===== src/rtl/tdm_pkg.sv =====
// Shared constants, state encoding and FIFO payload for the TDM receive framer.
package tdm_pkg;

    localparam int unsigned WORD_BITS           = 32;
    localparam int unsigned DEF_FRAME_SLOTS     = 64;
    localparam int unsigned DEF_WORDS_PER_BLOCK = 8;
    localparam int unsigned DEF_FIFO_DEPTH      = 4;

    typedef enum logic [0:0] {
        HUNT = 1'b0,
        LOCK = 1'b1
    } state_t;

    typedef struct packed {
        logic                 last;
        logic [WORD_BITS-1:0] data;
    } word_entry_t;

endpackage


===== src/rtl/tdm_word_fifo.sv =====
// Small synchronous word FIFO; a push into a full FIFO is accepted only when a pop
// happens in the same cycle.
module tdm_word_fifo
    import tdm_pkg::*;
#(
    parameter int unsigned DEPTH = DEF_FIFO_DEPTH
) (
    input  logic        clk50,
    input  logic        reset_n,
    input  logic        push,
    input  word_entry_t push_data,
    input  logic        pop,
    output word_entry_t pop_data,
    output logic        full,
    output logic        empty
);

    localparam int unsigned AW = (DEPTH > 1) ? $clog2(DEPTH) : 1;
    localparam int unsigned CW = $clog2(DEPTH + 1);

    word_entry_t   mem [DEPTH];
    logic [AW-1:0] wr_ptr;
    logic [AW-1:0] rd_ptr;
    logic [CW-1:0] count;
    logic          do_push_c;
    logic          do_pop_c;

    function automatic logic [AW-1:0] ptr_inc(input logic [AW-1:0] p);
        return (p == AW'(DEPTH - 1)) ? '0 : p + AW'(1);
    endfunction

    assign empty     = (count == '0);
    assign full      = (count == CW'(DEPTH));
    assign do_pop_c  = pop & ~empty;
    assign do_push_c = push & (~full | do_pop_c);
    assign pop_data  = mem[rd_ptr];

    always_ff @(posedge clk50) begin
        if (!reset_n) begin
            wr_ptr <= '0;
            rd_ptr <= '0;
            count  <= '0;
            for (int unsigned i = 0; i < DEPTH; i++) begin
                mem[AW'(i)] <= '0;
            end
        end else begin
            if (do_push_c) begin
                mem[wr_ptr] <= push_data;
                wr_ptr      <= ptr_inc(wr_ptr);
            end
            if (do_pop_c) begin
                rd_ptr <= ptr_inc(rd_ptr);
            end
            case ({do_push_c, do_pop_c})
                2'b10:   count <= count + CW'(1);
                2'b01:   count <= count - CW'(1);
                default: count <= count;
            endcase
        end
    end

endmodule


===== src/rtl/tdm_rx_framer.sv =====
// TDM receive framer: synchronizes c4/f0/data into clk50, tracks frame slots and
// packs even-slot samples into 32-bit words queued for a ready/valid consumer.
module tdm_rx_framer
    import tdm_pkg::*;
#(
    parameter int unsigned FRAME_SLOTS     = DEF_FRAME_SLOTS,
    parameter int unsigned WORDS_PER_BLOCK = DEF_WORDS_PER_BLOCK,
    parameter int unsigned FIFO_DEPTH      = DEF_FIFO_DEPTH
) (
    input  logic                 clk50,
    input  logic                 reset_n,
    input  logic                 c4,
    input  logic                 f0,
    input  logic                 data_from_dt,
    output logic [WORD_BITS-1:0] word_data,
    output logic                 word_last,
    output logic                 word_valid,
    input  logic                 word_ready,
    output logic                 block_done,
    output logic                 frame_err,
    output logic                 overflow,
    output logic                 sync_lock
);

    localparam int unsigned SLOT_W = $clog2(FRAME_SLOTS + 1);
    localparam int unsigned BIT_W  = $clog2(WORD_BITS);
    localparam int unsigned IDX_W  = (WORDS_PER_BLOCK > 1) ? $clog2(WORDS_PER_BLOCK) : 1;

    logic c4_meta, c4_sync, c4_prev;
    logic f0_meta, f0_sync;
    logic dt_meta, dt_sync;
    logic evt_q, f0_q, dt_q;

    state_t               state_q, state_d;
    logic [SLOT_W-1:0]    slot_q, slot_d;
    logic [WORD_BITS-1:0] word_q, word_d, word_c;
    logic [IDX_W-1:0]     idx_q, idx_d;
    logic [BIT_W-1:0]     bit_idx_c;
    logic                 push_c, err_c, last_c;

    word_entry_t push_entry_c, pop_entry;
    logic        fifo_full, fifo_empty, pop_c;

    // Two-flop synchronizers, then one aligned stage carrying the c4 rise event.
    always_ff @(posedge clk50) begin
        if (!reset_n) begin
            c4_meta <= 1'b0; c4_sync <= 1'b0; c4_prev <= 1'b0;
            f0_meta <= 1'b0; f0_sync <= 1'b0;
            dt_meta <= 1'b0; dt_sync <= 1'b0;
            evt_q   <= 1'b0; f0_q    <= 1'b0; dt_q <= 1'b0;
        end else begin
            c4_meta <= c4;           c4_sync <= c4_meta; c4_prev <= c4_sync;
            f0_meta <= f0;           f0_sync <= f0_meta;
            dt_meta <= data_from_dt; dt_sync <= dt_meta;
            evt_q   <= c4_sync & ~c4_prev;
            f0_q    <= f0_sync;
            dt_q    <= dt_sync;
        end
    end

    always_ff @(posedge clk50) begin
        if (!reset_n) begin
            state_q <= HUNT;
            slot_q  <= '0;
            word_q  <= '0;
            idx_q   <= '0;
        end else begin
            state_q <= state_d;
            slot_q  <= slot_d;
            word_q  <= word_d;
            idx_q   <= idx_d;
        end
    end

    assign bit_idx_c = BIT_W'(slot_q >> 1);
    assign last_c    = (idx_q == IDX_W'(WORDS_PER_BLOCK - 1));

    always_comb begin
        state_d = state_q;
        slot_d  = slot_q;
        word_d  = word_q;
        idx_d   = idx_q;
        word_c  = word_q;
        push_c  = 1'b0;
        err_c   = 1'b0;
        if (evt_q) begin
            case (state_q)
                HUNT: begin
                    if (!f0_q) begin
                        state_d = LOCK;
                        slot_d  = '0;
                        word_d  = '0;
                    end
                end
                LOCK: begin
                    if (!f0_q) begin
                        // Marker at slot 0 or just after a full frame is expected.
                        if (slot_q != '0 && slot_q != SLOT_W'(FRAME_SLOTS)) begin
                            err_c = 1'b1;
                        end
                        slot_d = '0;
                        word_d = '0;
                    end else if (slot_q == SLOT_W'(FRAME_SLOTS)) begin
                        err_c   = 1'b1;
                        state_d = HUNT;
                        slot_d  = '0;
                        word_d  = '0;
                        idx_d   = '0;
                    end else begin
                        if (!slot_q[0]) begin
                            word_c[bit_idx_c] = dt_q;
                        end
                        if (slot_q == SLOT_W'(FRAME_SLOTS - 2)) begin
                            push_c = 1'b1;
                            word_d = '0;
                            idx_d  = last_c ? '0 : idx_q + IDX_W'(1);
                        end else begin
                            word_d = word_c;
                        end
                        slot_d = slot_q + SLOT_W'(1);
                    end
                end
                default: state_d = HUNT;
            endcase
        end
    end

    assign push_entry_c = '{last: last_c, data: word_c};
    assign pop_c        = ~fifo_empty & word_ready;

    tdm_word_fifo #(
        .DEPTH(FIFO_DEPTH)
    ) u_fifo (
        .clk50    (clk50),
        .reset_n  (reset_n),
        .push     (push_c),
        .push_data(push_entry_c),
        .pop      (pop_c),
        .pop_data (pop_entry),
        .full     (fifo_full),
        .empty    (fifo_empty)
    );

    // Status pulses; block_done only for a block-final word that actually enters the FIFO.
    always_ff @(posedge clk50) begin
        if (!reset_n) begin
            frame_err  <= 1'b0;
            overflow   <= 1'b0;
            block_done <= 1'b0;
        end else begin
            frame_err  <= err_c;
            overflow   <= push_c & fifo_full & ~pop_c;
            block_done <= push_c & last_c & (~fifo_full | pop_c);
        end
    end

    assign word_valid = ~fifo_empty;
    assign word_data  = pop_entry.data;
    assign word_last  = pop_entry.last;
    assign sync_lock  = (state_q == LOCK);

endmodule


===== config.mk =====
export PLATFORM = sky130hd
export DESIGN_NAME = tdm_rx_framer
export DESIGN_NICKNAME = d
export VERILOG_FILES = /design/src/rtl/tdm_pkg.sv /design/src/rtl/tdm_word_fifo.sv /design/src/rtl/tdm_rx_framer.sv
export SDC_FILE = /design/constraint.sdc
export NUM_CORES = 1
export LEC_CHECK = 0
export CORE_ASPECT_RATIO = 0.7
export CORE_MARGIN = 4
export CORE_UTILIZATION = 65
export DETAILED_ROUTE_END_ITERATION = 8
export PLACE_DENSITY = 0.82
export SLEW_MARGIN = 20
export SYNTH_ARGS = -nofsm -noshare
export SYNTH_HDL_FRONTEND = slang
export SYNTH_HIERARCHICAL = 1
export SYNTH_SLANG_ARGS = --single-unit

===== constraint.sdc =====
create_clock -name clk50 -period 8.35 [get_ports clk50]
set_input_delay 1.67 -clock clk50 [delete_from_list [all_inputs] [get_ports clk50]]
set_output_delay 1.67 -clock clk50 [all_outputs]
set_load 0.03 [all_outputs]

---- Word level (Yosys, flattened, before mapping) ----
Memories as Yosys holds them, arrays and structs flattened. A register that Yosys moved wholly into a read port is not among the register bits.
Cells that the tools add are included.
word-level totals
  bits of input ports ..................... 6
  output and inout port bits .............. 38
  memories ................................ 1
  flip-flop bits (word level) ............. 63
  memory bits (writable) .................. 132
  word-level logic and storage cells ...... 108
memory list
  memory      words  bits a word  read ports  clocked after Yosys merged registers in  write ports  line                 text
  u_fifo.mem  4      33           1           1                                        4            tdm_word_fifo.sv:21  word_entry_t mem [DEPTH];
operators by class
  order comparisons ....................... 2
  reduce and logical (&&, ||, !) cells .... 10
  bitwise operators ....................... 15
  $add $sub $neg .......................... 6
  equality and inequality tests ........... 10
  muxes and demuxes ....................... 44
operators with widths
  kind                                                                                  number
  32-bit 2-to-1 mux                                                                     9
  32-bit one-hot mux with 2 select lines                                                1
  33-bit 2-to-1 mux                                                                     1
  33-bit OR reduction                                                                   1
  32-bit bitwise mux                                                                    1
  7-bit 2-to-1 mux                                                                      3
  1-bit 2-to-1 mux                                                                      17
  7-bit one-hot mux with 2 select lines                                                 1
  2-bit 2-to-1 mux                                                                      5
  3-bit 2-to-1 mux                                                                      3
  1-bit AND                                                                             8
  7-bit by 1-bit adder with 7-bit output (second input constant)                        1
  7-bit by 6-bit equality test with 1-bit output (second input constant)                1
  7-bit equality test (second input constant)                                           1
  7-bit != test (second input constant)                                                 1
  7-bit nonzero test                                                                    1
  3-bit by 1-bit adder with 3-bit output (second input constant)                        2
  2-bit equality test (second input constant)                                           3
  3-bit equality test (second input constant)                                           2
  5-bit by 6-bit < comparator with 1-bit output (second input constant)                 1
  3-bit one-hot mux with 2 select lines                                                 1
  1-bit demux with 5-bit select                                                         1
  5-bit by 1-bit greater-or-equal comparator with 1-bit output (second input constant)  1
  1-bit inverter                                                                        5
  other kinds (12)                                                                      16

---- Logic depth before layout (Yosys ltp) ----
Gate-level depths: netlist (run 1).
  word-level depth ........................ 12
  gate-level depth with buffers ........... 13
  mapped depth without buffers ............ 11

---- By module ----
Netlist (run 1), hierarchy kept.
by module, submodules not included
  module         cells an instance  seq. area each (µm²)  times used  area each (µm²)
  tdm_word_fifo  378                4144.0                1           6221.0
  tdm_rx_framer  389                1121.1                1           3298.2

---- Worst setup path before layout (run 1) ----
No wires, ideal clock.
  path type ............................... input-to-reg
  from .................................... in word_ready
  to ...................................... mem u_fifo/mem[3][0] (netlist name), enable pin
  library setup time ...................... 0.469 ns
  required time ........................... 7.881 ns
  path slack .............................. 3.265 ns
  arrival ................................. 4.616 ns
  stages .................................. 4
  path buffers ............................ 0
  cells stage by stage .................... nor2b_1 -> or4b_4 -> nand2_2 -> o21ai_0
RTL lines
  what             line                 text
  start, declared  tdm_rx_framer.sv:18  input logic word_ready,
  end, declared    tdm_word_fifo.sv:21

==> flow_results.xml, run 1 <==
<?xml version="1.0" encoding="UTF-8"?>
<metrics>
  <group name="run_status">
    <metric name="outcome" unit="">completed</metric>
  </group>
  <group name="critical_path">
    <metric name="crit_path_start" unit="">slot_q[0]</metric>
    <metric name="worstPathRequired" unit="ns">8.45</metric>
    <metric name="timing.critical_path.to" unit="">u_fifo/mem[1][3]</metric>
    <metric name="worst-r2r-setup-slack" unit="ns">3.60</metric>
    <metric name="crit-reg2reg-capture" unit="">u_fifo/mem[1][3]</metric>
    <metric name="setup.worst_path.end_class" unit="">flop</metric>
    <metric name="startpoint_type" unit="">flop</metric>
    <metric name="crit_path_max_fanout" unit="">34</metric>
    <metric name="worst_ep_arrival_time" unit="ns">4.86</metric>
    <metric name="crit_type" unit="">flop to flop</metric>
    <metric name="timing.rr.start" unit="">slot_q[0]</metric>
    <metric name="worstRegToRegCells" unit="">9</metric>
  </group>
  <group name="grt">
    <metric name="initial_antenna_violation_count" unit="">0</metric>
    <metric name="grt_first_pass_wirelength" unit="um">33200</metric>
    <metric name="maximum_number_of_pins_on_one_net_before_global_route_repair" unit="">59</metric>
    <metric name="grt-ovfl-total" unit="">0</metric>
    <metric name="grt_pass1_vias" unit="">6178</metric>
    <metric name="total_global_routing_track_utilization" unit="%">25.9</metric>
  </group>
  <group name="timing">
    <metric name="timing_worst_slew_pin_value" unit="ns">1.09</metric>
    <metric name="slew_viol_final" unit="">0</metric>
    <metric name="postLayoutSetupSlackWorst" unit="ns">3.60</metric>
    <metric name="timing.clock.skew" unit="ns">0.0144</metric>
    <metric name="timing.fmax" unit="MHz">210</metric>
    <metric name="normalized_max_slew_margin" unit="%">27.2</metric>
    <metric name="fin_setup_tns" unit="ns">0</metric>
    <metric name="timing_hold_violations_final" unit="">0</metric>
    <metric name="setup_viol" unit="">0</metric>
    <metric name="final_period_minus_worst_setup_slack" unit="ns">4.75</metric>
    <metric name="final_min_period_over_clock_period" unit="%">56.9</metric>
    <metric name="rsz_0062_raised_after_global_routing" unit="">false</metric>
  </group>
  <group name="place">
    <metric name="pre_cts_ws" unit="ns">3.31</metric>
    <metric name="dp_hpwl" unit="um">13100</metric>
    <metric name="port_buffers" unit="">43</metric>
    <metric name="finalWeightedCongestion" unit="">0.855</metric>
  </group>
  <group name="cts">
    <metric name="ctsResizeCount" unit="">0</metric>
    <metric name="cts.hold.buffers_added" unit="">0</metric>
    <metric name="clock_sinks" unit="">197</metric>
    <metric name="max-clock-path-buffers" unit="">2</metric>
    <metric name="clk_latency" unit="ns">0.44</metric>
    <metric name="ctsHtreeMaxLevel" unit="">4</metric>
    <metric name="postCtsSetupRepairBufs" unit="">0</metric>
    <metric name="cts_tree" unit="">built</metric>
    <metric name="clkSlewWorstSetupHoldPaths" unit="ns">0.07</metric>
    <metric name="cts-buffers-inserted" unit="">17</metric>
    <metric name="clockRootBuffer" unit="">sky130_fd_sc_hd__clkbuf_16</metric>
  </group>
  <group name="die">
    <metric name="design.die.area" unit="um2">16700</metric>
    <metric name="dieWidth" unit="um">153</metric>
    <metric name="dieHeight" unit="um">109</metric>
    <metric name="ioPinCount" unit="">44</metric>
    <metric name="initial_core_util" unit="%">67.3</metric>
    <metric name="num_rows" unit="">36</metric>
    <metric name="design.core.area" unit="um2">14100</metric>
  </group>
  <group name="job">
    <metric name="drv_cap" unit="">0</metric>
  </group>
  <group name="route">
    <metric name="routed_wire_length_per_instance" unit="um">20.9</metric>
    <metric name="number_of_nets_still_failing_antenna_checks_after_routing" unit="">0</metric>
    <metric name="drt_drc_violations_left" unit="">0</metric>
    <metric name="drtPass1Iterations" unit="">6</metric>
    <metric name="totalWireLength" unit="um">20700</metric>
    <metric name="dr_total_vias" unit="">6221</metric>
    <metric name="avgViaCountPerCell" unit="">6.27</metric>
    <metric name="drt-initial-drc-count" unit="">826</metric>
  </group>
  <group name="logic_synthesis">
    <metric name="synth_flop_cell" unit="">sky130_fd_sc_hd__edfxtp_1</metric>
    <metric name="synth_nets" unit="">781</metric>
    <metric name="postSynthCellCount" unit="">767</metric>
    <metric name="async_flop_share" unit="%">0</metric>
    <metric name="netlist_area" unit="um2">9520</metric>
    <metric name="synth-warning-count" unit="">6</metric>
    <metric name="synth.yosys.seq_area_share" unit="%">55.3</metric>
    <metric name="synth.lib_cells_used.distinct" unit="">62</metric>
    <metric name="syn-mean-instance-area" unit="um2">12.4</metric>
    <metric name="postSynthRegisterBits" unit="">197</metric>
    <metric name="number_of_flops_mapped_to_enable_cells_by_yosys" unit="">132</metric>
  </group>
  <group name="min_path">
    <metric name="min_path_type" unit="">flop to flop</metric>
  </group>
  <group name="power">
    <metric name="static-leakage-power" unit="nW">3.55</metric>
    <metric name="total_power" unit="mW">1.99</metric>
    <metric name="power.density_cell_area" unit="nW/um2">189</metric>
    <metric name="worst_ir_drop_vdd" unit="uV">166</metric>
  </group>
  <group name="final_layout">
    <metric name="final_net_count" unit="">803</metric>
    <metric name="num_antenna_cells" unit="">0</metric>
    <metric name="number_of_filler_cells_placed_in_the_layout" unit="">923</metric>
    <metric name="layout-drive-gt1-share" unit="%">12.3</metric>
    <metric name="area_delta_synth_final" unit="%">10.8</metric>
  </group>
</metrics>
how the worst min path moves through the flow:
stage | startpoint | endpoint | depth (start not counted)
after floorplan | c4_prev | evt_q | 1
after global placement | c4_prev | evt_q | 1
after detailed placement | c4_prev | evt_q | 1
after CTS | c4_prev | evt_q | 1
after global routing | c4_prev | evt_q | 1
final | c4_prev | evt_q | 1
routing by layer:
layer,global-route usage [%],wire (um)
met1,36.1,8980
met2,41.0,9580
met3,7.38,1820
met4,6.29,361
met5,0,0
per-stage QoR:
step / util (%) / area (um2) / std cells / hold slack, ns
after floorplan: - / 9520 / 767 / 0.367
after global placement: 70.4 / 9960 / 960 / 0.379
after detailed placement: 70.4 / 9960 / 960 / 0.382
after CTS: 74.6 / 10600 / 992 / 0.414
after global routing: 74.6 / 10600 / 992 / 0.422
final: 74.6 / 10600 / 992 / 0.407
where the power goes:
part	leakage [nW]	switching (mW)	internal, mW
logic	1.49	0.0483	0.0330
registers	1.78	0.0135	1.07
clock network	0.284	0.376	0.449
total	3.55	0.438	1.55
registers in the layout, indices dropped and copies added (netlist names), named ones only:
name / flops
block_done: 1
evt_q: 1
c4_prev: 1
u_fifo/mem: 132
overflow: 1
sync_lock: 1
slot_q: 7
dt_q: 1
f0_meta: 1
u_fifo/wr_ptr: 2
c4_meta: 1
dt_sync: 1
dt_meta: 1
u_fifo/rd_ptr: 2
word_q: 32
f0_q: 1
idx_q: 3
c4_sync: 1
u_fifo/count: 3
f0_sync: 1
frame_err: 1
final cells by class:
cell class / instances / area, um2 / area share, %
repair buffers: 54 / 513 / 4.86
clock inverters: 15 / 166 / 1.58
inverters: 11 / 41.3 / 0.391
multi-input cells: 508 / 3900 / 37.0
clock buffers: 17 / 425 / 4.03
well taps: 190 / 238 / 2.25
flip-flops and latches: 197 / 5270 / 49.9
kinds of logic (layout without fill, tap and decap cells):
family / count (synthesis) / in the layout / synth area share [%]
fa+ha+maj: 8 / 8 / 1.13
buf+inv: 62 / 97 / 3.82
mux: 61 / 61 / 11.2
xor+xnor: 8 / 8 / 0.736
flops: 197 / 197 / 55.3
simple gates: 330 / 330 / 20.3
compound gates: 101 / 101 / 7.51
cells in the mapped netlist, types with 5 or more instances:
cell,number,share of area (%)
sky130_fd_sc_hd__inv_1,11,0.43
sky130_fd_sc_hd__clkbuf_1,21,0.83
sky130_fd_sc_hd__o21ai_0,15,0.79
sky130_fd_sc_hd__mux2_1,17,2.0
sky130_fd_sc_hd__nand3b_1,22,1.7
sky130_fd_sc_hd__mux4_2,33,7.8
sky130_fd_sc_hd__buf_6,14,1.7
sky130_fd_sc_hd__dfxtp_1,65,14
sky130_fd_sc_hd__nand3_1,12,0.63
sky130_fd_sc_hd__edfxtp_1,132,42
sky130_fd_sc_hd__nand2_1,47,1.9
sky130_fd_sc_hd__nor2b_1,6,0.39
sky130_fd_sc_hd__ha_1,7,0.92
sky130_fd_sc_hd__xor2_1,5,0.46
sky130_fd_sc_hd__mux2_2,6,0.71
sky130_fd_sc_hd__a32oi_1,9,0.83
sky130_fd_sc_hd__and2_1,144,9.5
sky130_fd_sc_hd__nand2b_1,9,0.59
sky130_fd_sc_hd__buf_2,12,0.63
sky130_fd_sc_hd__a21boi_0,28,2.2
sky130_fd_sc_hd__a21oi_1,8,0.42
sky130_fd_sc_hd__nor2_1,45,1.8
sky130_fd_sc_hd__nor3_1,14,0.74
sky130_fd_sc_hd__a22oi_1,21,1.7
placed cells by master (no fill, tap or decap), types with 4 or more instances in the layout:
cell type                         instances
sky130_fd_sc_hd__nand3b_1                22
sky130_fd_sc_hd__and2_1                 144
sky130_fd_sc_hd__ha_1                     7
sky130_fd_sc_hd__mux4_2                  33
sky130_fd_sc_hd__o21ai_0                 14
sky130_fd_sc_hd__clkdlybuf4s50_1         43
sky130_fd_sc_hd__mux2_2                   6
sky130_fd_sc_hd__a32oi_1                  9
sky130_fd_sc_hd__a22oi_1                 21
sky130_fd_sc_hd__o211ai_1                 4
sky130_fd_sc_hd__a21boi_0                28
sky130_fd_sc_hd__nor2_1                  45
sky130_fd_sc_hd__nand2b_1                 9
sky130_fd_sc_hd__nand3_1                 12
sky130_fd_sc_hd__dfxtp_1                 64
sky130_fd_sc_hd__inv_1                   11
sky130_fd_sc_hd__nor2b_1                  6
sky130_fd_sc_hd__clkbuf_16               17
sky130_fd_sc_hd__and4_1                   4
sky130_fd_sc_hd__nand2_1                 47
sky130_fd_sc_hd__inv_6                    5
sky130_fd_sc_hd__nor3_1                  14
sky130_fd_sc_hd__buf_4                   11
sky130_fd_sc_hd__mux2_1                  17
sky130_fd_sc_hd__a21oi_1                  8
sky130_fd_sc_hd__edfxtp_1               132
sky130_fd_sc_hd__xor2_1                   5
worst max-delay path, cell delays in order, from the launching register on:
cell and delay, ns:
sky130_fd_sc_hd__dfxtp_1 0.50, sky130_fd_sc_hd__inv_1 0.11, sky130_fd_sc_hd__ha_1 0.22, sky130_fd_sc_hd__and4bb_1 0.22, sky130_fd_sc_hd__a21o_1 0.40, sky130_fd_sc_hd__nor2_1 0.82, sky130_fd_sc_hd__nand3_2 0.28, sky130_fd_sc_hd__nor3b_4 0.97
sky130_fd_sc_hd__nand2b_1 0.47, sky130_fd_sc_hd__buf_4 0.42
No activity file was read; power rests on OpenSTA's default activity.
==> run 2: changes to the inputs <==
--- a/config.mk
+++ b/config.mk
@@ -7,9 +7,9 @@
 export LEC_CHECK = 0
 export CORE_ASPECT_RATIO = 0.7
 export CORE_MARGIN = 4
-export CORE_UTILIZATION = 65
+export CORE_UTILIZATION = 61
 export DETAILED_ROUTE_END_ITERATION = 8
-export PLACE_DENSITY = 0.82
+export PLACE_DENSITY = 0.77
 export SLEW_MARGIN = 20
 export SYNTH_ARGS = -nofsm -noshare
 export SYNTH_HDL_FRONTEND = slang
==> constraint.sdc (replaced) <==
create_clock -name clk50 -period 4.84 [get_ports clk50]
set_input_delay 0.968 -clock clk50 [delete_from_list [all_inputs] [get_ports clk50]]
set_output_delay 0.968 -clock clk50 [all_outputs]
set_load 0.03 [all_outputs]
==> flow_results.xml, run 2 (synthesized netlist as in run 1, its figures left out) <==
<?xml version="1.0" encoding="UTF-8"?>
<metrics>
  <group name="cts">
    <metric name="cts.hold.buffers_added" unit="">0</metric>
    <metric name="postCtsSetupRepairBufs" unit="">0</metric>
    <metric name="clockRootBuffer" unit="">sky130_fd_sc_hd__clkbuf_16</metric>
    <metric name="cts_tree" unit="">built</metric>
    <metric name="ctsResizeCount" unit="">0</metric>
    <metric name="ctsHtreeMaxLevel" unit="">4</metric>
    <metric name="clkSlewWorstSetupHoldPaths" unit="ns">0.07</metric>
    <metric name="max-clock-path-buffers" unit="">2</metric>
    <metric name="clock_sinks" unit="">197</metric>
    <metric name="clk_latency" unit="ns">0.44</metric>
    <metric name="cts-buffers-inserted" unit="">17</metric>
  </group>
  <group name="grt">
    <metric name="grt_pass1_vias" unit="">6099</metric>
    <metric name="gr-max-usage-layer" unit="">met2</metric>
    <metric name="groute.layer.met1.usage" unit="%">34.7</metric>
    <metric name="maximum_number_of_pins_on_one_net_before_global_route_repair" unit="">59</metric>
    <metric name="initial_antenna_violation_count" unit="">0</metric>
    <metric name="grt_first_pass_wirelength" unit="um">33100</metric>
    <metric name="global_route.usage.met3" unit="%">5.39</metric>
    <metric name="total_global_routing_track_utilization" unit="%">24.1</metric>
    <metric name="met2_usage" unit="%">37.0</metric>
    <metric name="grt-ovfl-total" unit="">0</metric>
  </group>
  <group name="timing">
    <metric name="fin_setup_tns" unit="ns">0</metric>
    <metric name="timing.clock.skew" unit="ns">0.00766</metric>
    <metric name="final_min_period_over_clock_period" unit="%">77.2</metric>
    <metric name="final_period_minus_worst_setup_slack" unit="ns">3.74</metric>
    <metric name="normalized_max_slew_margin" unit="%">40.4</metric>
    <metric name="timing.fmax" unit="MHz">268</metric>
    <metric name="timing_hold_violations_final" unit="">0</metric>
    <metric name="slew_viol_final" unit="">0</metric>
    <metric name="rsz_0062_raised_after_global_routing" unit="">false</metric>
    <metric name="postLayoutSetupSlackWorst" unit="ns">1.10</metric>
    <metric name="timing_worst_slew_pin_value" unit="ns">0.893</metric>
    <metric name="setup_viol" unit="">0</metric>
  </group>
  <group name="final_layout">
    <metric name="largest_registers" unit="">u_fifo/mem (132), word_q (32), slot_q (7)</metric>
    <metric name="largest-register" unit="">u_fifo/mem</metric>
    <metric name="largest_register_ffs" unit="">132</metric>
    <metric name="design_area" unit="um2">10600</metric>
    <metric name="num_antenna_cells" unit="">0</metric>
    <metric name="top_library_cells_by_usage_in_the_layout_fill_and_taps_aside" unit="">144 x sky130_fd_sc_hd__and2_1, 132 x sky130_fd_sc_hd__edfxtp_1, 64 x sky130_fd_sc_hd__dfxtp_1, 47 x sky130_fd_sc_hd__nand2_1, 45 x sky130_fd_sc_hd__nor2_1</metric>
    <metric name="final_common_cell" unit="">sky130_fd_sc_hd__and2_1</metric>
    <metric name="area_delta_synth_final" unit="%">11.5</metric>
    <metric name="final_net_count" unit="">809</metric>
    <metric name="layout-drive-gt1-share" unit="%">12.9</metric>
  </group>
  <group name="critical_path">
    <metric name="critical_path.slowest_cell" unit="">sky130_fd_sc_hd__dfxtp_2</metric>
    <metric name="crit_type" unit="">flop to primary output</metric>
    <metric name="timing.critical_path.cells" unit="">buf_4, mux4_2, clkdlybuf4s50_1</metric>
    <metric name="critPathTopFamily" unit="">buffers and inverters</metric>
    <metric name="worst_ep_arrival_time" unit="ns">2.77</metric>
    <metric name="crit_path_max_fanout" unit="">20</metric>
    <metric name="slowest_delay" unit="ns">0.67</metric>
    <metric name="startpoint_type" unit="">flop</metric>
    <metric name="cp.buffers_inverters" unit="">2</metric>
    <metric name="worstPathRequired" unit="ns">3.87</metric>
    <metric name="setup.worst_path.end_class" unit="">primary output</metric>
  </group>
  <group name="route">
    <metric name="drtPass1Iterations" unit="">5</metric>
    <metric name="number_of_nets_still_failing_antenna_checks_after_routing" unit="">0</metric>
    <metric name="avgViaCountPerCell" unit="">6.14</metric>
    <metric name="drt_drc_violations_left" unit="">0</metric>
    <metric name="drt-initial-drc-count" unit="">626</metric>
    <metric name="routed_wire_length_per_instance" unit="um">20.4</metric>
    <metric name="dr_total_vias" unit="">6161</metric>
    <metric name="totalWireLength" unit="um">20500</metric>
  </group>
  <group name="place">
    <metric name="dp_hpwl" unit="um">12800</metric>
    <metric name="finalWeightedCongestion" unit="">0.847</metric>
    <metric name="placed_area" unit="um2">10000</metric>
    <metric name="pre_cts_ws" unit="ns">1.46</metric>
    <metric name="port_buffers" unit="">43</metric>
  </group>
  <group name="power">
    <metric name="worst_ir_drop_vdd" unit="uV">215</metric>
    <metric name="static-leakage-power" unit="nW">3.59</metric>
    <metric name="power.density_cell_area" unit="nW/um2">327</metric>
    <metric name="total_power" unit="mW">3.47</metric>
  </group>
  <group name="die">
    <metric name="ioPinCount" unit="">44</metric>
    <metric name="dieWidth" unit="um">157</metric>
    <metric name="dieHeight" unit="um">113</metric>
    <metric name="num_rows" unit="">37</metric>
    <metric name="initial_core_util" unit="%">63.5</metric>
    <metric name="design.core.area" unit="um2">15000</metric>
    <metric name="design.die.area" unit="um2">17700</metric>
  </group>
  <group name="min_path">
    <metric name="min_path_type" unit="">flop to flop</metric>
  </group>
  <group name="job">
    <metric name="drv_cap" unit="">0</metric>
  </group>
  <group name="run_status">
    <metric name="outcome" unit="">completed</metric>
  </group>
</metrics>
## run 2: cell count changes in the layout (fill, tap and decap cells not counted), sizes merged
| cell | change |
|---|---|
| buf | +6 |
| clkinv | +3 |
| bufinv | +1 |
| inv | -4 |
| clkinvlp | -1 |
| clkbuf | +1 |
## run 2: worst reg2reg max path: stages (launching register included)
cell and delay, ns:
sky130_fd_sc_hd__dfxtp_1 0.56, sky130_fd_sc_hd__inv_1 0.13, sky130_fd_sc_hd__ha_1 0.23, sky130_fd_sc_hd__and4bb_1 0.21, sky130_fd_sc_hd__a21o_1 0.40, sky130_fd_sc_hd__nor2_1 0.20, sky130_fd_sc_hd__buf_4 0.22, sky130_fd_sc_hd__nand2_2 0.13
sky130_fd_sc_hd__o21ai_4 0.49, sky130_fd_sc_hd__buf_4 0.40
## run 2: layout make-up
class | count | area, um2
Timing Repair Buffer | 60 | 558
Fill cell | 1016 | 4380
Sequential cell | 197 | 5270
Clock inverter | 14 | 176
Inverter | 11 | 41.3
Multi-Input combinational cell | 508 | 3900
Tap cell | 195 | 244
Clock buffer | 18 | 429
## run 2: per-stage QoR
stage	std cells	util, %	hold slack, ns
2_1_floorplan	767	-	0.367
3_3_place_gp	971	66.7	0.378
3_5_place_dp	971	66.7	0.396
4_1_cts	1003	70.8	0.407
5_1_grt	1003	70.8	0.416
6_report	1003	70.8	0.397
## run 2: metal layers
layer	wire length, um	part of all wire [%]
met1	9320	46
met2	9540	47
met3	1290	6.3
met4	327	1.6
met5	0	0
## run 2: path summary, 6_finish.rpt
path	from	to	slack (ns)	cells past startpoint
worst max-delay path	flop	word_data[6]	1.10	3
worst min-delay path	c4_prev	evt_q	0.40	1
worst max register to register	slot_q[0]	u_fifo/mem[3][1]	1.55	9
worst min register to register	c4_prev	evt_q	0.40	1
## run 2: power breakdown
part | internal (mW) | leakage [nW] | total [mW] | switching [mW]
clock network | 0.819 | 0.293 | 1.46 | 0.640
logic | 0.0588 | 1.52 | 0.144 | 0.0849
registers | 1.85 | 1.78 | 1.87 | 0.0208
